### config.mk
export PLATFORM = sky130hd
export DESIGN_NAME = load_store_unit
export DESIGN_NICKNAME = d
export VERILOG_FILES = /design/src/rtl/load_store_unit.sv
export SDC_FILE = /design/constraint.sdc
export NUM_CORES = 1
export LEC_CHECK = 0
export BUFFER_PORTS_ARGS = -buffer_cell sky130_fd_sc_hd__buf_2
export CAP_MARGIN = 0
export CORE_UTILIZATION = 37
export CTS_BUF_LIST = sky130_fd_sc_hd__clkbuf_8
export CTS_CLUSTER_DIAMETER = 150
export CTS_CLUSTER_SIZE = 14
export DETAILED_ROUTE_END_ITERATION = 8
export GPL_TIMING_DRIVEN = 1
export PLACE_DENSITY = 0.67
export REMOVE_ABC_BUFFERS = 1
export SLEW_MARGIN = 20
export SYNTH_ARGS = -nofsm -noshare
export SYNTH_HDL_FRONTEND = slang
export SYNTH_SLANG_ARGS = --single-unit
### constraint.sdc
create_clock -name clk -period 5.45 [get_ports clk]
set_clock_uncertainty 0.15 [all_clocks]
set_input_delay 0.2725 -clock clk [delete_from_list [all_inputs] [get_ports clk]]
set_output_delay 0.2725 -clock clk [all_outputs]
set_load 0.02 [all_outputs]
### src/rtl/load_store_unit.sv
// load_store_unit: memory-access stage behind the ALU.
// Runs one single-word load or store on a request/acknowledge data-memory bus.
// It returns load data for writeback and pulses done, or done+error, to the control FSM.
// Only word alignment is enforced. Misaligned requests never reach the bus.
// Optional feature: define LSU_TIMEOUT_EN to abort a request that waits TIMEOUT_CYCLES
// cycles without mem_ack. The default build waits for mem_ack indefinitely.
module load_store_unit #(
  parameter int ADDR_WIDTH     = 32,
  parameter int DATA_WIDTH     = 32,
  parameter int TIMEOUT_CYCLES = 15
) (
  input  logic                  clk,
  input  logic                  reset,
  input  logic                  start,
  input  logic                  is_store,
  input  logic [ADDR_WIDTH-1:0] address,
  input  logic [DATA_WIDTH-1:0] store_data,
  output logic                  busy,
  output logic                  done,
  output logic                  error,
  output logic [DATA_WIDTH-1:0] load_data,
  output logic                  mem_req,
  output logic                  mem_we,
  output logic [ADDR_WIDTH-1:0] mem_addr,
  output logic [DATA_WIDTH-1:0] mem_wdata,
  input  logic [DATA_WIDTH-1:0] mem_rdata,
  input  logic                  mem_ack
);

  typedef enum logic [1:0] {
    S_IDLE  = 2'd0,
    S_REQ   = 2'd1,
    S_DONE  = 2'd2,
    S_FAULT = 2'd3
  } state_t;

  state_t state;
  state_t state_nxt;

  logic aligned;
  logic launch;
  logic load_hit;
  logic tmo_hit;

  assign aligned  = (address[1:0] == 2'b00);
  // A new access is accepted only from IDLE; start while busy is dropped.
  assign launch   = (state == S_IDLE) && start && aligned;
  // mem_we holds the latched is_store for the whole transaction.
  assign load_hit = (state == S_REQ) && mem_ack && !mem_we;

`ifdef LSU_TIMEOUT_EN
  localparam int CNT_W = $clog2(TIMEOUT_CYCLES + 1);

  logic [CNT_W-1:0] tmo_cnt;

  // The count reaches TIMEOUT_CYCLES on the edge that ends the last allowed REQ cycle.
  // An ack seen on that same edge still wins, because REQ checks mem_ack first.
  assign tmo_hit = (tmo_cnt == CNT_W'(TIMEOUT_CYCLES - 1));

  // Wait-cycle counter: held at zero outside REQ, counts REQ cycles without an ack.
  always_ff @(posedge clk or posedge reset) begin
    if (reset) begin
      tmo_cnt <= '0;
    end else if (state != S_REQ) begin
      tmo_cnt <= '0;
    end else if (!mem_ack) begin
      tmo_cnt <= tmo_cnt + CNT_W'(1);
    end
  end
`else
  assign tmo_hit = 1'b0;
`endif

  // State register.
  always_ff @(posedge clk or posedge reset) begin
    if (reset) begin
      state <= S_IDLE;
    end else begin
      state <= state_nxt;
    end
  end

  // Next-state logic.
  always_comb begin
    state_nxt = state;
    case (state)
      S_IDLE: begin
        if (start) begin
          state_nxt = aligned ? S_REQ : S_FAULT;
        end
      end
      S_REQ: begin
        if (mem_ack) begin
          state_nxt = S_DONE;
        end else if (tmo_hit) begin
          state_nxt = S_FAULT;
        end
      end
      S_DONE:  state_nxt = S_IDLE;
      S_FAULT: state_nxt = S_IDLE;
      default: state_nxt = S_IDLE;
    endcase
  end

  // Registered outputs.
  // The bus and busy follow the state being entered, so mem_req rises on the accepting edge.
  // done and error follow the state being left, so a DONE or FAULT cycle produces a
  // one-cycle pulse on the next cycle.
  always_ff @(posedge clk or posedge reset) begin
    if (reset) begin
      busy      <= 1'b0;
      done      <= 1'b0;
      error     <= 1'b0;
      mem_req   <= 1'b0;
      mem_we    <= 1'b0;
      mem_addr  <= '0;
      mem_wdata <= '0;
      load_data <= '0;
    end else begin
      busy    <= (state_nxt != S_IDLE);
      mem_req <= (state_nxt == S_REQ);
      done    <= (state == S_DONE) || (state == S_FAULT);
      error   <= (state == S_FAULT);
      if (launch) begin
        mem_we    <= is_store;
        mem_addr  <= address;
        mem_wdata <= store_data;
      end
      if (load_hit) begin
        load_data <= mem_rdata;
      end
    end
  end

endmodule
; Word-level counts from Yosys, hierarchy flattened
; Index checks and enable logic that the tools add are counted.
[word_totals]
regBits = 103
[classes]
n_mux = 4
n_eq_ne = 4
n_reduce_logical = 10
[op_table]
columns = cell, count
row1 = 2-bit 2-to-1 mux, 3
row2 = 2-bit case mux with 3 select lines, 1
row3 = 2-bit by 1-bit == test with 1-bit output (second input constant), 2
row4 = 2-bit == test (second input constant), 2
row5 = 1-bit logical AND, 4
row6 = 2-bit zero test, 2
row7 = 2-bit nonzero test, 1
row8 = 2-bit OR reduction, 1
row9 = 1-bit zero test, 1
row10 = 1-bit logical OR, 1

; Logic depth before layout (Yosys ltp)
[logic_depth]
word_depth = 5
ltp_mapped = 5
mapped_depth_nobuf = 3

; Worst setup path after synthesis
; No wires, ideal clock.
[synth_timing]
path_type = register -> register
startpoint = reg state[0]
endpoint = reg mem_addr[10]
period_less_slack_ns = 1.632
stages_incl_launch_ff = 6
slack_ns = 3.818
arrival_time_ns = 1.357
path_cell_list = dfrtp_1 -> nand2b_4 -> nor4_4 -> buf_6 -> buf_12 -> mux2_4
[synth_via]
elab_chain_len = 3
[synth_rtl]
columns = item, line
row1 = from (decl), 37  ; state_t state;
row2 = from (signal assigned), 79  ; state <= state_nxt;
row3 = 2-bit zero test, 47  ; assign launch = (state == S_IDLE) && start && aligned;
row4 = 1-bit logical AND (2 in a row), 47
row5 = to (signal assigned), 126  ; mem_addr <= address;
row6 = to (decl), 24  ; output logic [ADDR_WIDTH-1:0] mem_addr,
; No other way between the ends.
; A chain may end at the register's enable or synchronous reset.

; Worst setup path after layout
[layout_timing]
startpoint = reg state[0]
endpoint = reg mem_wdata[12]
[layout_via]
elab_chain_len = 3
[layout_rtl]
columns = item, line
row1 = 2-bit zero test, 47
row2 = 1-bit logical AND (2 in a row), 47
row3 = to (signal assigned), 127  ; mem_wdata <= store_data;
row4 = to (decl), 25  ; output logic [DATA_WIDTH-1:0] mem_wdata,
; No other way between the ends.

==> impl_metrics.csv <==
group,metric,value,unit
status,outcome,"completed",
timing,hold_viol_final,0,
setup_path,critical_path.top_delay_family,"buffers and inverters",
global_route,grt_first_pass_wirelength,14800,µm
power_and_ir_drop,vdd_drop_max,245,µV
clocking,insertion_delay,0.35,ns
logic_synthesis,synth.ff_latch_count,103,
logic_synthesis,syn_area,4100,µm²
setup_path,worst_r2r_endpoint,"mem_wdata[12]$_DFFE_PP0P_",
drt,detail_route.drc_violations,0,
clocking,cts_root_buf,"clkbuf_8",
die,floorplan.initialDensity,37.8,%
setup_path,reg2reg_setup_slack,2.92,ns
hold_path,timing.hold.worst.class,"input port to flop",
setup_path,path_cells,"nand2b_4 -> nor4_4 -> buf_4 -> buf_4 -> mux2_2",
placement,detailed_place_hpwl,6180,µm
die,io-pin-count,202,
clocking,numCtsBuffers,9,
global_route,grt_antenna_before_repair,0,
setup_path,max_stage_delay,0.61,ns
setup_path,critPathCaptureType,"flop",
drt,wl_per_cell,14.4,µm
logic_synthesis,synth_async_sr_flop_share,100,%
setup_path,critPathBufInv,2,
timing,final_cycle_utilization_of_the_critical_path,46.5,%
hold_path,holdPathEnd,"load_data[29]$_DFFE_PP0P_",
placement,port_buffers,201,
power_and_ir_drop,cellLeakagePower,3.14,nW
timing,grt_setup_unrepaired,"no",
die,floorplan.core_area,10800,µm²
flow_run,max_cap_violations,0,
clocking,tritoncts,"yes",
setup_path,critical_path.startpoint,"state[0]$_DFF_PP0_",
logic_synthesis,synth_compound_gate_area_share,0.549,%
setup_path,crit_path_max_fanout,38,
logic_synthesis,netlist_instances,226,
drt,firstDrtPassIters,4,
clocking,cts-htree-levels,3,
logic_synthesis,synthDistinctLibCells,21,
timing,final-max-slew-violation-count,0,
global_route,grt.total_usage,16.7,%
finish,finish.net_count,625,
setup_path,cpMaxStageDelayCell,"buf_4",
logic_synthesis,synthesis.yosys.warnings,0,
logic_synthesis,post_synth_most_frequent_cells,"103 x dfrtp_1, 48 x mux2_4, 43 x mux2_2",
global_route,maximum_number_of_pins_on_one_net_before_global_route_repair,62,
timing,worstMarginPinSlew,0.759,ns
logic_synthesis,synth_xor_area_share,0,%
setup_path,worst_path_most_repeated_cell,"buf_4",
die,die_width,107,µm
drt,total_wirelength,9600,µm
logic_synthesis,yosys.cell_count.top_type,"dfrtp_1",
timing,relSlewSlack,49.4,%
setup_path,cells_on_worst_reg2reg_path,5,
setup_path,reg2reg_from,"state[0]$_DFF_PP0_",
logic_synthesis,edff_count_synth,0,
finish,diodes,0,
logic_synthesis,ys_seq_area_share,62.8,%
setup_path,critical_path_class,"flop to flop",
die,placement_rows,38,
clocking,cts-root-to-sink-buffers,2,
drt,detail_route.iter0.violations,114,
timing,post-route-worst-setup-slack,2.92,ns
finish,final_layout_size_suffix_gt1_share,59.7,%
logic_synthesis,postSynth.topFlopCell,"dfrtp_1",
setup_path,required,5.54,ns
die,die_ar,11500,µm²
logic_synthesis,synth_mux_area_share,30.5,%
timing,tmin_final,2.53,ns
setup_path,worstSetupStartpointType,"flop",
global_route,global_route.overflow_total,0,
timing,fmaxAchievable,0.395,GHz
logic_synthesis,yosysTopAreaCellShare,62.8,%
global_route,grt_pass1_vias,3127,
setup_path,critPathArrivalTime,2.62,ns
power_and_ir_drop,cellPowerDensity,531,nW/µm²
hold_path,worstHoldStart,"mem_rdata[29]",
logic_synthesis,synth_area_per_cell,18.2,µm²
drt,drtAntennaViolNets,0,
clocking,cts.sink_count,103,
drt,dr_total_vias,2907,
placement,pre_cts_slack,2.92,ns
clocking,cts.repair_timing.setup_buffer_count,0,
finish,area_growth_syn_to_layout,53.7,%
timing,total_negative_setup_slacks,0,ns
logic_synthesis,synth-simple-area-share,2.13,%
placement,place_congestion,0.709,
timing,finalSetupViolCount,0,
hold_path,timing.hold.worst_path_depth,2,
logic_synthesis,synth_adder_area_share,0,%
finish,fin_util,58.2,%
die,die_boundary_height,107,µm
finish,fillers,852,
drt,detail_route.vias_per_cell,4.35,
logic_synthesis,netlist.top_cell.by_area,"dfrtp_1",
logic_synthesis,yosys-top-cells-area,"dfrtp_1 63%, mux2_4 18%, mux2_2 12%",
clocking,cts.reportedPaths.clkPinSlew,0.10,ns
logic_synthesis,combinational_family_with_the_most_area_after_synthesis,"multiplexers",
==> cells in the final DEF, fill, tap and decap left out <==
cell,n
a21oi_1,3
or3_1,1
inv_6,1
mux2_4,48
nand2b_1,1
and2_1,1
clkbuf_8,10
o21bai_1,1
buf_2,201
dlygate4sd3_1,94
dfrtp_1,103
clkinv_4,1
mux2_2,43
nor4_4,1
nor2_1,2
nand2b_4,1
buf_4,4
clkinv_2,2
nand2_1,1
nor4bb_4,1
bufinv_16,1
mux2_1,4
nor2b_1,2
inv_4,1
==> where the power goes <==
group | internal, mW | leakage [nW] | switching [mW]
Sequential | 1.14 | 1.24 | 0.205
Combinational | 0.728 | 1.79 | 0.806
Clock | 0.224 | 0.103 | 0.247
==> layout make-up <==
| class | instances | area (µm²) | area share, % |
|---|---|---|---|
| timing repair buffer | 299 | 1980 | 31.3 |
| multi-input combinational | 110 | 1380 | 21.8 |
| clock inverter | 5 | 57.6 | 0.913 |
| inverter | 1 | 6.26 | 0.0992 |
| clock buffer | 10 | 138 | 2.18 |
| sequential | 103 | 2580 | 40.9 |
| tap | 140 | 175 | 2.78 |
==> metrics by stage <==
| stage | instance area (µm²) | std cells | hold slack (ns) | power [mW] |
|---|---|---|---|---|
| after floorplan | 3940 | 214 | 0.247 | 2.32 |
| final | 6310 | 668 | 0.0322 | 3.35 |
| after global routing | 6310 | 668 | 0.00749 | 3.55 |
| after global placement | 5170 | 559 | 0.203 | 2.80 |
| after CTS | 6290 | 666 | 0.000379 | 3.37 |
| after detailed placement | 5170 | 559 | 0.204 | 2.84 |
==> sequential cells by signal, summed over array words and instances, names as in the netlist <==
register	count
load_data	32
busy	1
done	1
mem_addr	32
state	2
mem_we	1
mem_wdata	32
mem_req	1
error	1
==> timing repair <==
action / 4_1_cts / 5_1_grt
hold endpoints to repair: 133 / 2
hold buffers: 92 / 2
gates resized for setup: 0 / 0
==> logic make-up (layout without fill, tap and decap cells) <==
family / Yosys count / count (layout)
compound gates: 4 / 4
mux: 95 / 95
buf+inv: 13 / 315
flops: 103 / 103
simple gates: 11 / 11
==> metal layers <==
metal  part of all wire, %  vias to the layer above  global-route usage [%]
met5                     0                        -                       0
met4                   1.5                        0                    6.46
met3                   7.6                       11                    4.00
met2                    50                      130                    30.0
met1                    41                     1388                    19.3
li1                      -                     1378                       -
==> how the worst max path moves through the flow <==
| stage | to | slack [ns] | cells past startpoint |
|---|---|---|---|
| after floorplan | load_data[0]$_DFFE_PP0P_ | 1.05 | 2 |
| after CTS | mem_wdata[16]$_DFFE_PP0P_ | 2.89 | 5 |
| after global placement | mem_wdata[14]$_DFFE_PP0P_ | 2.97 | 5 |
| final | mem_wdata[12]$_DFFE_PP0P_ | 2.92 | 5 |
| after global routing | mem_wdata[12]$_DFFE_PP0P_ | 2.79 | 5 |
| after detailed placement | mem_wdata[18]$_DFFE_PP0P_ | 2.92 | 5 |
No activity file was read; power rests on OpenSTA's default activity.
